### src/rtl/hash_engine.sv
// Iterative byte-stream hash core: absorbs one byte per valid/ready handshake,
// applies NUM_ROUNDS rounds per byte (one per clock) and hands off the 4-lane state.
module hash_engine #(
    parameter int unsigned         WIDTH      = 8,
    parameter int unsigned         NUM_ROUNDS = 6,
    parameter int unsigned         CH_LAST    = 2,
    parameter int unsigned         MAJ_LAST   = 4,
    parameter logic [4*WIDTH-1:0]  IV         = '0
) (
    input  logic                 clk,
    input  logic                 rst_n,
    input  logic                 in_valid,
    output logic                 in_ready,
    input  logic [7:0]           in_byte,
    input  logic                 in_last,
    output logic                 out_valid,
    input  logic                 out_ready,
    output logic [4*WIDTH-1:0]   digest,
    output logic [15:0]          byte_count
);

    typedef enum logic [1:0] {
        IDLE,
        BUSY,
        DONE
    } fsm_t;

    localparam logic [6:0] LAST_ROUND = 7'(NUM_ROUNDS - 1);

    fsm_t               fsm;
    logic [4*WIDTH-1:0] state_q;
    logic [6:0]         round_cnt;
    logic [7:0]         byte_q;
    logic               last_q;

    logic [WIDTH-1:0]   lane_a, lane_b, lane_c, lane_d;
    logic [WIDTH-1:0]   mix, sum;
    logic [31:0]        round_idx;
    logic [4*WIDTH-1:0] next_state;

    // Shifting by WIDTH yields zero, so a rotate amount of 0 degenerates cleanly to x.
    function automatic logic [WIDTH-1:0] rotl(input logic [WIDTH-1:0] x, input int unsigned s);
        rotl = (x << s) | (x >> (WIDTH - s));
    endfunction

    assign round_idx = 32'(round_cnt);

    // NOTE: every variable driven here gets a value on every path, so no latch is inferred.
    always_comb begin
        {lane_d, lane_c, lane_b, lane_a} = state_q;
        if (round_idx <= CH_LAST)
            mix = (lane_c & lane_b) | (~lane_b & lane_d);
        else if (round_idx <= MAJ_LAST)
            mix = (lane_c & lane_b) | (lane_c & lane_d) | (lane_b & lane_d);
        else
            mix = lane_b ^ lane_c ^ lane_d;
        sum        = lane_a + WIDTH'(byte_q) + mix;
        next_state = {lane_c, lane_b, rotl(sum, round_idx % WIDTH), lane_d};
    end

    // NOTE: sequential state uses non-blocking assignments so every register samples pre-edge values.
    always_ff @(posedge clk or negedge rst_n) begin
        if (!rst_n) begin
            fsm        <= IDLE;
            state_q    <= IV;
            round_cnt  <= '0;
            byte_q     <= '0;
            last_q     <= 1'b0;
            byte_count <= '0;
            in_ready   <= 1'b0;
            out_valid  <= 1'b0;
        end else begin
            case (fsm)
                IDLE: begin
                    in_ready <= 1'b1;
                    if (in_valid && in_ready) begin
                        byte_q    <= in_byte;
                        last_q    <= in_last;
                        round_cnt <= '0;
                        if (byte_count != 16'hFFFF)
                            byte_count <= byte_count + 16'd1;
                        in_ready  <= 1'b0;
                        fsm       <= BUSY;
                    end
                end
                BUSY: begin
                    state_q   <= next_state;
                    round_cnt <= round_cnt + 7'd1;
                    if (round_cnt == LAST_ROUND) begin
                        if (last_q) begin
                            out_valid <= 1'b1;
                            fsm       <= DONE;
                        end else begin
                            in_ready  <= 1'b1;
                            fsm       <= IDLE;
                        end
                    end
                end
                DONE: begin
                    if (out_ready) begin
                        state_q    <= IV;
                        byte_count <= '0;
                        out_valid  <= 1'b0;
                        in_ready   <= 1'b1;
                        fsm        <= IDLE;
                    end
                end
                default: fsm <= IDLE;
            endcase
        end
    end

    // Digest is the live state; consumers qualify it with out_valid.
    assign digest = state_q;

endmodule

### config.mk
export PLATFORM = sky130hd
export DESIGN_NAME = hash_engine
export DESIGN_NICKNAME = d
export VERILOG_FILES = /design/src/rtl/hash_engine.sv
export SDC_FILE = /design/constraint.sdc
export NUM_CORES = 1
export LEC_CHECK = 0
export CAP_MARGIN = 20
export CELL_PAD_IN_SITES_DETAIL_PLACEMENT = 0
export CELL_PAD_IN_SITES_GLOBAL_PLACEMENT = 1
export CORE_ASPECT_RATIO = 1.1
export CORE_MARGIN = 2
export CORE_UTILIZATION = 35
export CTS_CLUSTER_DIAMETER = 120
export DETAILED_ROUTE_END_ITERATION = 8
export PLACE_DENSITY_LB_ADDON = 0.1
export SLEW_MARGIN = 20
export SYNTH_ARGS = -nofsm -noshare
export SYNTH_HDL_FRONTEND = slang
export SYNTH_SLANG_ARGS = --single-unit
### constraint.sdc
create_clock -name clk -period 5.1 [get_ports clk]
set_input_delay 1.02 -clock clk [delete_from_list [all_inputs] [get_ports clk]]
set_output_delay 1.02 -clock clk [all_outputs]
set_load 0.03 [all_outputs]
# After elaboration in Yosys (flattened, before gate mapping)
# Cells that the tools add are included.
dict set report word_totals {
  register_bits 68
  input_bits 13
  out_inout_bits 50
  wordCells 75
}
dict set report classes {
  add_sub_neg 5
  n_lt_le_gt_ge 2
  n_eq_ne 10
  n_shift 2
  mux 24
  n_bitwise 11
  n_reduce_logical 13
}
# operator n
set ops {}
lappend ops {{$pmux 32 s2} 1}
lappend ops {{$mux 16} 3}
lappend ops {{$and 8x8->8} 4}
lappend ops {{$mux 32} 1}
lappend ops {{$or 8x8->8} 4}
lappend ops {{$pmux 16 s2} 1}
lappend ops {{$shr 8x32->8} 1}
lappend ops {{$add 16x1->16 const B} 1}
lappend ops {{$add 8x8->8} 2}
lappend ops {{$mux 8} 2}
lappend ops {{$ne 16x16->1 const B} 1}
lappend ops {{$xor 8x8->8} 2}
lappend ops {{$pmux 7 s2} 1}
lappend ops {{$ne 2x2->1 const B} 6}
lappend ops {{$reduce_and 4->1} 3}
lappend ops {{$mux 2} 4}
lappend ops {{$not 8->8} 1}
lappend ops {{$shl 8x3->8} 1}
lappend ops {{$add 7x1->7 const B} 1}
lappend ops {{$eq 7x3->1 const B} 1}
lappend ops {{$le 7x2->1 const B} 1}
lappend ops {{$le 7x3->1 const B} 1}
lappend ops {{$mux 1} 7}
lappend ops {{$mux 7} 1}
lappend ops {{12 further kinds} 16}

# Logic depth before layout (Yosys ltp)
# Gate-level depths: netlist of run 1.
dict set report depth {
  ltp_word 9
  depth_mapped 18
  depth_no_buf 16
}

# Least setup slack after synthesis of run 1
# No wires, ideal clock.
dict set report synth_timing {
  kind {register -> register}
  from {register round_cnt[0]}
  to {register state_q[15], in the netlist digest[15]}
  setup_time_ps 130
  t_arrival_ps 4121
  setup_slack_ps 849
  path_stages_with_launch 18
  n_path_buf 2
  period_less_slack_ps 4251
  path_cell_list {dfrtp_1 > inv_1 > clkbuf_1 > ha_1 > nor2b_1 > nor3b_4 > clkbuf_1 > o21ai_0 > fa_1 > inv_1 > ha_1 > fa_1 > a211o_1 > a21o_1 > a32o_1 > or3_1 > nand4_1 > a31oi_1}
}
dict set report synth_via {
  elab_chain_cells 7
  elab_cells_between_ends 10
  classes_between {add/sub: 2; order compare: 2; shift: 2; mux: 3; bitwise: 1}
}
# item line_no
set synth_lines {}
lappend synth_lines {{from (decl)} 32} ;# logic [6:0] round_cnt;
lappend synth_lines {{from (signal assigned)} 88} ;# round_cnt <= round_cnt + 7'd1;
lappend synth_lines {{$le 7x3->1} 53} ;# else if (round_idx <= MAJ_LAST)
lappend synth_lines {{$mux 8} 53}
lappend synth_lines {{$mux 8} 51} ;# if (round_idx <= CH_LAST)
lappend synth_lines {{$add 8x8->8} 57} ;# sum = lane_a + WIDTH'(byte_q) + mix;
lappend synth_lines {{$shr 8x32->8 / $shl 8x3->8 (equally long branches)} 43} ;# rotl = (x << s) | (x >> (WIDTH - s));
lappend synth_lines {{$or 8x8->8 *} 43}
lappend synth_lines {{$pmux 32 s2 *} 73} ;# case (fsm)
lappend synth_lines {{to (signal assigned)} 87} ;# state_q <= next_state;
lappend synth_lines {{to (decl)} 31} ;# logic [4*WIDTH-1:0] state_q;
# Mark *: on every way between the ends. The rest lies on a longest branch, timed or not.
# A chain may end at the register's enable or synchronous reset.

# Final worst setup path of run 1
dict set report layout_timing {
  from {register round_cnt[3]}
  to {register state_q[8], in the netlist digest[8]}
}
dict set report layout_via {
  elab_chain_cells 7
  elab_cells_between_ends 9
  classes_between {add/sub: 1; order compare: 2; shift: 2; mux: 3; bitwise: 1}
}
# item line_no
set layout_lines {}
lappend layout_lines {{$le 7x3->1} 53}
lappend layout_lines {{$mux 8} 53}
lappend layout_lines {{$mux 8 *} 51}
lappend layout_lines {{$add 8x8->8 *} 57}
lappend layout_lines {{$shr 8x32->8 / $shl 8x3->8 (equally long branches)} 43}
lappend layout_lines {{$or 8x8->8 *} 43}
lappend layout_lines {{$pmux 32 s2 *} 73}
# Marks and branches as above.

==> flow_metrics.py, run 1 <==
metrics = {
    "outcome": {
        "status": "completed",
    },
    "run": {
        "maxCapViolCount": 0,
    },
    "sta": {
        "fin_ws_ns": 0.610,
        "setup-violations-final": 0,
        "drv_slew": 0,
        "period_needed_ns": 4.49,
        "fin_worst_skew_ns": 0.00958,
        "maxSlewHeadroom_pct": 46.5,
        "hold_viol_final": 0,
        "tightest_slew_ns": 0.785,
        "fmax_mhz": 223,
        "setup_tns_ns": 0,
        "whs_ns": 0.516,
        "period_share_pct": 88.0,
        "rsz0062_at_grt": "no",
    },
    "critical_path": {
        "cp-startpoint": "round_cnt[3]",
        "worst-path-buf-inv": 1,
        "end_kind": "flop",
        "critPathKind": "reg -> reg",
        "required_ns": 5.30,
        "worstPathArrival_ns": 4.69,
        "cpMostUsedCell": "fa_1",
        "worstPathMaxFanout": 15,
        "path_delay_family": "simple AND/OR/NAND/NOR gates",
        "slowest_delay_ns": 0.59,
        "path_cells": "nor4_4 > nor3b_4 > o21ai_0 > fa_1 > inv_1 > ha_1 > fa_1 > a211o_1 > nand2_1 > a21oi_1 > xnor3_2 > o2111ai_2 > o21ai_1",
        "slowest_stage": "nor3b_4",
        "start_kind": "flop",
        "worst_r2r_startpoint": "round_cnt[3]",
    },
    "worst_hold_path": {
        "hold_start": "byte_q[1]",
        "hp-class": "reg -> reg",
    },
    "place": {
        "io_buffer_count": 62,
        "place.gp.congestion": 0.871,
        "place_hpwl_microns": 10000,
        "dp_slack_ns": 0.660,
    },
    "route": {
        "vias": 4053,
        "totalWireLength_microns": 13800,
        "drc_errors": 0,
        "first_pass_iters": 5,
        "vias_per_cell": 5.54,
        "drt.antenna.violating_nets": 0,
        "drtIter0Drc": 253,
        "routedWlPerCell_microns": 18.8,
    },
    "logic_synthesis": {
        "synth.largest_area_cell": "dfrtp_1",
        "synth_cells": 512,
        "synth.area.top_cells": "dfrtp_1, fa_1, nand2_1, mux2_2, ha_1",
        "synth_area_per_cell_sq_um": 9.05,
        "synthArstFlopShare_pct": 100,
        "yosys.area.top_type_share_pct": 36.7,
        "synth_cell_types": 59,
        "ys_warn_count": 0,
        "synth_seq_cells": 68,
        "ys_seq_area_share_pct": 36.7,
        "synth_edf_count": 0,
        "synth_ff_type": "dfrtp_1",
        "syn_area_sq_um": 4630,
        "syn-num-nets": 556,
    },
    "cts": {
        "worstSkewPairLatency_ns": 0.33,
        "root_buffer": "clkbuf_16",
        "clk_pin_slew_worst_paths_ns": 0.06,
        "cts_tree": "yes",
        "clock_path_buffers": 2,
        "ctsResizeCount": 0,
        "cts_num_sinks": 68,
        "numCtsBuffers": 9,
        "cts_hold_buffers": 0,
        "htreeDepth": 3,
        "post_cts.repair.setup_buffers": 0,
    },
    "grt": {
        "grt.busiest_layer": "met2",
        "grt_use_met1_pct": 27.4,
        "use_met3_pct": 3.60,
        "use_met2_pct": 32.5,
        "antenna_found_initial": 0,
        "grt_max_degree": 42,
        "gr-total-overflow": 0,
        "grtUsageTotal_pct": 20.2,
        "grt_pass1_wl_microns": 22300,
        "grt_pass1_vias": 3978,
    },
    "floorplan": {
        "rows": 44,
        "fp.coreArea_sq_um": 13000,
        "die-area_sq_um": 14200,
        "die_x_microns": 114,
        "start_util_pct": 35.5,
        "ios": 63,
        "fp.dieH_microns": 125,
    },
    "layout": {
        "final_cell_mix": "nand2_1, dfrtp_1, clkdlybuf4s50_1",
        "final_nets": 611,
        "final_common_cell": "nand2_1",
        "utilization_pct": 44.3,
        "drive_gt1_share_pct": 9.11,
        "n_fill_cell": 1278,
        "antenna_cells": 0,
        "area_growth_pct": 24.8,
    },
}
## area by class of cell
cell class / instances / area [sq um] / share of cell area (%)
Multi-Input combinational cell: 397 / 2770 / 47.8
Sequential cell: 68 / 1700 / 29.4
Timing Repair Buffer: 70 / 676 / 11.7
Clock buffer: 9 / 225 / 3.89
Tap cell: 161 / 201 / 3.48
Clock inverter: 6 / 138 / 2.38
Inverter: 21 / 78.8 / 1.36
## sequential cells by signal, indices dropped and copies added (netlist names)
name,count
digest,32
fsm,2
byte_q,8
byte_count,16
round_cnt,7
last_q,1
in_ready,1
out_valid,1
## metal layers
layer	up-vias	share of wire, %
met2	122	48
li1	1908	-
met5	-	0
met1	2007	45
met4	0	1.9
met3	16	4.9
## synthesized netlist by cell type (all sizes together), types with 2 or more instances
cell     number
a21oi        27
nand3        20
o311ai        2
a211oi        4
xor2         14
or3           5
nor3         12
ha           15
nor2b         2
xnor2         5
o21a          4
mux2         18
nor4          4
nand3b       23
nor3b         2
o21ai        26
a21o          3
a31oi         5
dfrtp        68
clkbuf       20
nand2        83
o31ai         6
nor2         39
a211o         6
a2bb2oi       2
fa           16
or2           2
a21boi        3
and2          3
nand4         8
mux2i        12
buf           6
a221oi        2
nand2b        4
inv          21
o22ai         4
## final timing paths
check / slack (ns) / depth (start not counted) / end
hold reg to reg: 0.52 / 1 / byte_q[1]
hold / removal: 0.52 / 1 / byte_q[1]
setup reg to reg: 0.61 / 13 / digest[8]
max in group asynchronous: 3.36 / 2 / digest[16]
setup / recovery: 0.61 / 13 / digest[8]
min in group asynchronous: 0.73 / 1 / digest[10]
## cell families after synthesis
kind of cell | after synthesis | synth area share, %
multiplexers | 30 | 6.97
flip-flops | 68 | 36.7
AND/OR/NAND/NOR | 210 | 22.2
AO/OA/AOI/OAI | 106 | 15.1
adder cells (fa/ha/maj) | 31 | 11.0
XOR/XNOR | 20 | 4.10
buffers and inverters | 47 | 3.89
## metrics by stage
step | instance area (sq um) | std cells
finish | 5790 | 732
global route | 5790 | 732
CTS | 5790 | 732
detailed placement | 5420 | 717
global placement | 5420 | 717
floorplan | 4630 | 512
Power of run 1 is not shown: default switching activity piles up to over one toggle a cycle in this logic, so the estimate is an artifact.
==> run 2: changes to the inputs <==
CORE_UTILIZATION = 25   (was 35)
DONT_BUFFER_PORTS = 1   (was not set)
GPL_TIMING_DRIVEN = 1   (was not set)
==> flow_metrics.py, run 2 (synthesis gave the netlist of run 1 again) <==
metrics = {
    "outcome": {
        "status": "completed",
    },
    "critical_path": {
        "r2r_end": "digest[8]",
        "ff2ff_setup_slack_ns": 0.84,
        "worst_r2r_startpoint": "round_cnt[3]",
        "end_kind": "flop",
        "worstPathArrival_ns": 4.47,
        "required_ns": 5.31,
        "start_kind": "flop",
        "worstPathMaxFanout": 7,
        "r2r_cells": 14,
        "critPathKind": "reg -> reg",
    },
    "route": {
        "vias": 3781,
        "drt.antenna.violating_nets": 0,
        "drc_errors": 0,
        "totalWireLength_microns": 14500,
        "vias_per_cell": 4.99,
        "first_pass_iters": 4,
        "routedWlPerCell_microns": 19.2,
        "drtIter0Drc": 248,
    },
    "sta": {
        "fmax_mhz": 235,
        "fin_worst_skew_ns": 0.00906,
        "drv_slew": 0,
        "setup-violations-final": 0,
        "rsz0062_at_grt": "no",
        "period_share_pct": 83.5,
        "maxSlewHeadroom_pct": 53.0,
        "hold_viol_final": 0,
        "setup_tns_ns": 0,
        "period_needed_ns": 4.26,
        "tightest_slew_ns": 0.702,
    },
    "layout": {
        "final_nets": 555,
        "n_fill_cell": 1975,
        "largest_reg_flops": 32,
        "antenna_cells": 0,
        "drive_gt1_share_pct": 10.7,
        "area_growth_pct": 12.7,
        "final_cell_mix": "nand2_1, dfrtp_1, nor2_1",
        "final_common_cell": "nand2_1",
    },
    "grt": {
        "grt_pass1_wl_microns": 22800,
        "grt_max_degree": 69,
        "antenna_found_initial": 0,
        "grt_pass1_vias": 3703,
        "gr-total-overflow": 0,
        "grtUsageTotal_pct": 15.2,
    },
    "floorplan": {
        "fp.dieH_microns": 147,
        "die_x_microns": 134,
        "ios": 63,
        "start_util_pct": 25.3,
        "fp.coreArea_sq_um": 18300,
        "rows": 52,
        "die-area_sq_um": 19600,
    },
    "run": {
        "maxCapViolCount": 0,
    },
    "cts": {
        "worstSkewPairLatency_ns": 0.34,
        "numCtsBuffers": 9,
        "cts_num_sinks": 68,
        "ctsResizeCount": 0,
        "clock_path_buffers": 2,
        "root_buffer": "clkbuf_16",
        "cts_tree": "yes",
        "clk_pin_slew_worst_paths_ns": 0.06,
        "cts_hold_buffers": 0,
        "htreeDepth": 3,
        "post_cts.repair.setup_buffers": 0,
    },
    "place": {
        "place.gp.congestion": 0.803,
        "place_hpwl_microns": 10900,
        "io_buffer_count": 0,
    },
    "worst_hold_path": {
        "hp-class": "in -> async",
    },
}
==> run 2: changes by cell type in the layout (fill, tap and decap cells not counted), sizes merged <==
cell           previous run  this run
clkdlybuf4s50            61         0
buf                       9        14
clkbuf                    9        13
bufinv                    4         0
==> run 2: layout make-up <==
type                    instances  area, sq um  area share [%]
clock buffers                  13          260            4.98
well taps                     243          304            5.82
multi-input cells             397         2770            52.9
repair buffers                 14          105            2.01
inverters                      21         78.8            1.51
clock inverters                 2         10.0           0.192
flip-flops and latches         68         1700            32.6
==> run 2: critical path: stages, from the launching register on <==
cell,delay [ns]
dfrtp_1,0.45
nor4_4,0.41
nand2_1,0.30
mux2_2,0.30
o21ai_0,0.10
fa_1,0.51
inv_1,0.05
ha_1,0.23
fa_1,0.41
a211o_1,0.35
nand2_1,0.14
a21oi_1,0.08
xnor3_2,0.48
o2111ai_2,0.25
o21ai_1,0.10
==> run 2: worst max path at each step <==
stage                            start    endpoint  slack, ns  depth (start not counted)
after floorplan           round_cnt[0]  digest[15]       0.85                         17
after global placement    round_cnt[3]  digest[10]       0.91                         14
after detailed placement  round_cnt[3]   digest[8]       0.83                         14
after CTS                 round_cnt[3]   digest[8]       0.84                         14
after global routing      round_cnt[3]  digest[10]       0.54                         14
final                     round_cnt[3]   digest[8]       0.84                         14
==> run 2: stage by stage <==
step	cells	setup WS (ns)	hold WS [ns]	cell area, sq um	utilization [%]
after detailed placement	743	0.832	0.506	4950	27.1
after CTS	758	0.836	0.355	5230	28.6
after global placement	743	0.909	0.502	4950	27.1
after floorplan	512	0.849	0.473	4630	-
after global routing	758	0.543	0.359	5230	28.6
final	758	0.839	0.376	5230	28.6
==> run 2: layer usage <==
layer	track usage [%]	wire (microns)
met2	24.4	6870
met5	0	0
met4	3.99	181
met1	20.8	6810
met3	3.04	672
Power of run 2 is left out for the same reason.
